===== config.mk =====
export PLATFORM = sky130hd
export DESIGN_NAME = autoref_scheduler_flat
export DESIGN_NICKNAME = d
export VERILOG_FILES = /design/src/rtl/autoref_scheduler_if.sv /design/src/rtl/autoref_scheduler.sv /design/src/flat_wrapper.sv
export SDC_FILE = /design/constraint.sdc
export NUM_CORES = 1
export LEC_CHECK = 0
export ABC_AREA = 1
export CELL_PAD_IN_SITES_DETAIL_PLACEMENT = 0
export CELL_PAD_IN_SITES_GLOBAL_PLACEMENT = 1
export CORE_MARGIN = 1.5
export CORE_UTILIZATION = 40
export DETAILED_ROUTE_END_ITERATION = 12
export PLACE_DENSITY = 0.92
export SYNTH_ARGS = -nofsm -noshare
export SYNTH_HDL_FRONTEND = slang
export SYNTH_SLANG_ARGS = --single-unit

===== constraint.sdc =====
create_clock -name clk -period 5.4 [get_ports clk]
set_input_delay 0.54 -clock clk [delete_from_list [all_inputs] [get_ports clk]]
set_output_delay 0.54 -clock clk [all_outputs]
set_load 0.02 [all_outputs]

===== src/rtl/autoref_scheduler_if.sv =====
// Refresh handshake between the auto-refresh
// scheduler and the DRAM command arbiter.
interface autoref_scheduler_if;
  logic ref_req;
  logic ref_ack;
  logic ref_busy;
  logic ref_done;

  modport master (
    output ref_req,
    output ref_busy,
    output ref_done,
    input  ref_ack
  );

  modport slave (
    input  ref_req,
    input  ref_busy,
    input  ref_done,
    output ref_ack
  );
endinterface


===== src/rtl/autoref_scheduler.sv =====
// Auto-refresh scheduler: interval ticks, postponed
// refresh tracking and tRFC blackout of the command path.
module autoref_scheduler #(
  parameter int CNT_W    = 28,
  parameter int MAX_PEND = 8
) (
  input  logic             clk,
  input  logic             rst,
  input  logic             aref_en,
  input  logic [CNT_W-1:0] aref_interval,
  input  logic [CNT_W-1:0] trfc,
  autoref_scheduler_if.master arb,
  output logic [3:0]       pend_cnt,
  output logic             pend_ovf
);

  typedef enum logic [1:0] {
    IDLE,
    REQ,
    TRFC
  } state_t;

  localparam logic [3:0] MAXP = 4'(MAX_PEND);
  localparam logic [CNT_W-1:0] ONE = CNT_W'(1);

  state_t           state;
  state_t           state_nxt;
  logic [CNT_W-1:0] icnt;
  logic [CNT_W-1:0] tcnt;
  logic [CNT_W:0]   icnt_inc;
  logic             tick;
  logic             take;
  logic             done_q;
  logic             done_nxt;

  // One extra bit keeps interval 0 ticking every cycle
  assign icnt_inc = {1'b0, icnt} + (CNT_W+1)'(1);
  assign tick = aref_en &&
                (icnt_inc >= {1'b0, aref_interval});
  assign take = (state == REQ) && arb.ref_ack;

  assign arb.ref_req  = (state == REQ);
  assign arb.ref_busy = (state == TRFC);
  assign arb.ref_done = done_q;

  // Free-running interval counter, held clear when off
  always_ff @(posedge clk) begin
    if (rst || !aref_en) begin
      icnt <= '0;
    end else if (tick) begin
      icnt <= '0;
    end else begin
      icnt <= icnt_inc[CNT_W-1:0];
    end
  end

  // Owed refresh count with saturation and sticky overflow
  always_ff @(posedge clk) begin
    if (rst) begin
      pend_cnt <= '0;
      pend_ovf <= 1'b0;
    end else if (!aref_en) begin
      pend_cnt <= '0;
    end else if (tick && !take) begin
      if (pend_cnt == MAXP) begin
        pend_ovf <= 1'b1;
      end else begin
        pend_cnt <= pend_cnt + 4'd1;
      end
    end else if (!tick && take && pend_cnt != 4'd0) begin
      pend_cnt <= pend_cnt - 4'd1;
    end
  end

  // Blackout length latched at ack, never shorter than 1
  always_ff @(posedge clk) begin
    if (rst) begin
      tcnt <= '0;
    end else if (take) begin
      tcnt <= (trfc == '0) ? ONE : trfc;
    end else if (state == TRFC) begin
      tcnt <= tcnt - ONE;
    end
  end

  // State register and end-of-blackout pulse
  always_ff @(posedge clk) begin
    if (rst) begin
      state  <= IDLE;
      done_q <= 1'b0;
    end else begin
      state  <= state_nxt;
      done_q <= done_nxt;
    end
  end

  // Next state; an ack always wins over disable
  always_comb begin
    state_nxt = state;
    done_nxt  = 1'b0;
    unique case (state)
      IDLE: begin
        if (aref_en && pend_cnt != 4'd0) begin
          state_nxt = REQ;
        end
      end
      REQ: begin
        if (arb.ref_ack) begin
          state_nxt = TRFC;
        end else if (!aref_en) begin
          state_nxt = IDLE;
        end
      end
      TRFC: begin
        if (tcnt == ONE) begin
          state_nxt = IDLE;
          done_nxt  = 1'b1;
        end
      end
      default: state_nxt = IDLE;
    endcase
  end

endmodule


===== src/flat_wrapper.sv =====
// flat-port wrapper written by rule: the top's interface ports become plain ports
module autoref_scheduler_flat 
#(
  parameter int CNT_W    = 28,
  parameter int MAX_PEND = 8
)
  (clk, rst, aref_en, aref_interval, trfc, pend_cnt, pend_ovf, arb_ref_req, arb_ref_busy, arb_ref_done, arb_ref_ack);
  autoref_scheduler_if arb_i ();
  input  logic clk;
  input  logic rst;
  input  logic aref_en;
  input  logic [CNT_W-1:0] aref_interval;
  input  logic [CNT_W-1:0] trfc;
  output logic [3:0] pend_cnt;
  output logic pend_ovf;
  output wire logic [$bits(arb_i.ref_req)-1:0] arb_ref_req;
  output wire logic [$bits(arb_i.ref_busy)-1:0] arb_ref_busy;
  output wire logic [$bits(arb_i.ref_done)-1:0] arb_ref_done;
  input wire logic [$bits(arb_i.ref_ack)-1:0] arb_ref_ack;
  assign arb_ref_req = arb_i.ref_req;
  assign arb_ref_busy = arb_i.ref_busy;
  assign arb_ref_done = arb_i.ref_done;
  assign arb_i.ref_ack = arb_ref_ack;
  autoref_scheduler #(.CNT_W(CNT_W), .MAX_PEND(MAX_PEND)) u_core (.clk(clk), .rst(rst), .aref_en(aref_en), .aref_interval(aref_interval), .trfc(trfc), .arb(arb_i), .pend_cnt(pend_cnt), .pend_ovf(pend_ovf));
endmodule

==> flow_summary.yaml <==
critical_path:
  cpMostUsedCell: "nand2_1"
  cp_data_required_time_ns: 5.63
  worstSetupPathType: "reg2reg"
  worstSetupEndpointType: "flop"
  reg2reg_slack_ns: 1.22
  arrival_ns: 4.41
  rr_worst_depth: 28
  worstPathMaxFanout: 5
  max_stage_delay_ns: 0.38
  r2r_end: "u_core.pend_cnt[3]"
  worst_setup_path_start_kind: "flop"
  cp_slowest_cell: "dfxtp_1"
  r2r-start: "u_core.icnt[0]"
logic_synthesis:
  synthXorXnorAreaFrac_pct: 5.260
  ys_ff_latch: 64
  synthAdderAreaFrac_pct: 9.286
  synth_area_leaders: "dfxtp_1 27%, inv_1 9.3%, nand2_1 9.0%"
  yosysWarningCount: 0
  synth_most_common_cell: "inv_1"
  syn_inst: 669
  synth_commonest_cells: "116 x inv_1, 112 x nand2_1, 76 x nor2_1"
  synth-compound-area-share_pct: 12.61
  synth_edf_count: 0
  netlist.area_leader.share_pct: 27.48
  async_flop_share_pct: 0
  muxShareOfSynthArea_pct: 0
  synth_nets: 763
  syn_area_um2: 4662
  synth_cell_types: 50
  synth_top_flop_cell: "dfxtp_1"
  yosys.area_share.simple_pct: 34.30
  netlist.top_cell.by_area: "dfxtp_1"
  synth_top_family_by_area: "simple AND/OR/NAND/NOR gates"
  ys_seq_area_share_pct: 27.48
  synth_area_per_cell_um2: 6.969
sta:
  worstMarginPinSlew_ns: 0.9525
  finalCritPeriodShare_pct: 77.45
  fin_tns_setup_ns: 0
  fin_crit_ns: 4.183
  maxSlewViolCount: 0
  hold_viol: 0
  fin_skew_ns: 0.006894
  max-slew-margin-rel_pct: 36.35
  max_freq_mhz: 239.1
  rsz0062_at_grt: "false"
  setup_viol: 0
floorplanning:
  die_area_um2: 12310
  num_rows: 39
  start_util_pct: 41.00
  io_pins: 68
  die_h_um: 111.0
  core_um2: 11370
  die_w_um: 111.0
clocking:
  numCtsBuffers: 9
  clock_path_buffers: 2
  cts_setup_buffers: 0
  clock-sinks: 64
  ctsHoldBuffers: 0
  clock_latency_ns: 0.34
  ctsResizeCount: 0
  root_buffer: "clkbuf_16"
  cts_htree_levels: 3
  cts_tree: "done"
  clkTransAtPathRegs_ns: 0.05
routing:
  vias: 4446
  drcViolationCount: 0
  drt_first_pass_iters: 5
  wirelength_mm: 11.39
  postRouteAntennaNets: 0
  drt_iter0_markers: 236
  met3_length_um: 581
  wl_met1_mm: 5.380
  highest_layer: "met4"
  wl_met2_mm: 5.308
  via_per_inst: 5.041
  wl_per_cell_um: 12.91
power:
  p_int_w: 0.0008896
  p_sw_share_pct: 24.11
  power_frac_comb_pct: 11.4
  p_seq_share_pct: 40.7
  switchingPower_w: 0.0002826
  clock_power_share_pct: 47.9
  power.density_nw_per_um2: 204.2
  max-vdd-ir-drop_uv: 219.9
  p_leak_nw: 2.703
finish:
  stdcell_area_um2: 5741
  antennaDiodeCount: 0
  layout.nets: 828
  final-seq-area_um2: 1281
  area_delta_synth_final_pct: 23.13
  final_layout_size_suffix_gt1_share_pct: 12.18
  n_fill_cell: 1137
  utilization_pct: 50.49
  multi_input_area_um2: 2865
global_routing:
  grt_pass1_vias: 4332
  grt.overflow.total: 0
  track_usage_pct: 19.26
  grt_first_pass_wirelength_mm: 19.46
  grt_max_degree: 31
  grt_antenna_before_repair: 0
placement:
  portBuffers: 67
  place_area_um2: 5454
  gp_congestion: 0.8881
  dp.final_hpwl_mm: 8.721
status:
  outcome: "finished clean"
min_path:
  hold_class: "reg2reg"
  holdPathEnd: "u_core.pend_ovf"
  min_from: "u_core.pend_ovf"
  whs_path_depth: 1
run:
  maxCapViolCount: 0
==> flip-flops by register name (all words and copies together), names as in the netlist <==
| name | cells |
|---|---|
| u_core.arb.ref_done | 1 |
| u_core.pend_ovf | 1 |
| u_core.icnt | 28 |
| u_core.pend_cnt | 4 |
| u_core.state | 2 |
| u_core.tcnt | 28 |
==> cell type report <==
type,count,share of cell area (%)
sequential,64,22.32
multi-input combinational,472,49.91
clock buffer,14,4.773
timing repair buffer,69,11.94
inverter,118,7.716
clock inverter,2,0.2180
tap,143,3.117
==> power groups by stage <==
stage	clock network [W]	registers [W]	logic (W)
2_1_floorplan	0	0.000487	0.0000694
3_3_place_gp	0	0.000487	0.000131
3_5_place_dp	0	0.000487	0.000133
4_1_cts	0.000572	0.000477	0.000134
5_1_grt	0.000597	0.000477	0.000149
6_report	0.000561	0.000477	0.000134
==> per-layer routing <==
metal,up-vias,global-route usage [%]
met1,2018,24.43
li1,2299,-
met5,-,0
met4,0,5.812
met2,115,32.35
met3,14,4.647
==> critical path, delay by kind of cell, from the launching register on <==
family,cells,cell delay (ns)
and+or+nand+nor,18,1.96
xor gates and xnor gates,1,0.24
adders and majority gates,3,0.87
DFF,1,0.38
AOI/OAI and AO/OA,3,0.39
buffers and inverters,3,0.21
==> placed cells by master, fill, tap and decap left out, types with 7 or more instances in the layout <==
master	instances
inv_1	116
nor2_1	76
a31oi_1	15
nand2_1	112
nor3_1	12
clkdlybuf4s50_1	67
xor2_1	21
nor2_2	31
nand4_1	10
nand2_2	11
o21ai_0	34
ha_1	33
xnor2_1	7
a21oi_1	23
dfxtp_1	64
nor4_1	11
nand3_1	19
clkbuf_16	9
==> worst max path at each step <==
stage              startpoint                 end  slack [ns]  cells past startpoint
3_3_place_gp   u_core.icnt[0]  u_core.pend_cnt[3]        1.43                     28
4_1_cts        u_core.icnt[0]  u_core.pend_cnt[3]        1.23                     28
5_1_grt        u_core.icnt[0]  u_core.pend_cnt[3]        0.76                     29
6_report       u_core.icnt[0]  u_core.pend_cnt[3]        1.22                     28
2_1_floorplan  u_core.icnt[0]  u_core.pend_cnt[3]        1.68                     28
3_5_place_dp   u_core.icnt[0]  u_core.pend_cnt[3]        1.24                     28
==> per-stage QoR <==
stage          total power, W  hold WS, ns  setup WS, ns  instances
2_1_floorplan       0.0005563       0.4376         1.675        669
3_3_place_gp        0.0006186       0.4484         1.427        866
3_5_place_dp        0.0006207       0.4617         1.242        866
4_1_cts              0.001184       0.4752         1.234        882
5_1_grt              0.001224       0.4957        0.7624        882
6_report             0.001172       0.4750         1.217        882
==> logic make-up after synthesis <==
family	Yosys count
AO/OA/AOI/OAI	98
XOR/XNOR	28
adder cells (fa/ha/maj)	34
buffers and inverters	133
flip-flops	64
AND/OR/NAND/NOR	312
No activity file was read; power rests on OpenSTA's default activity.
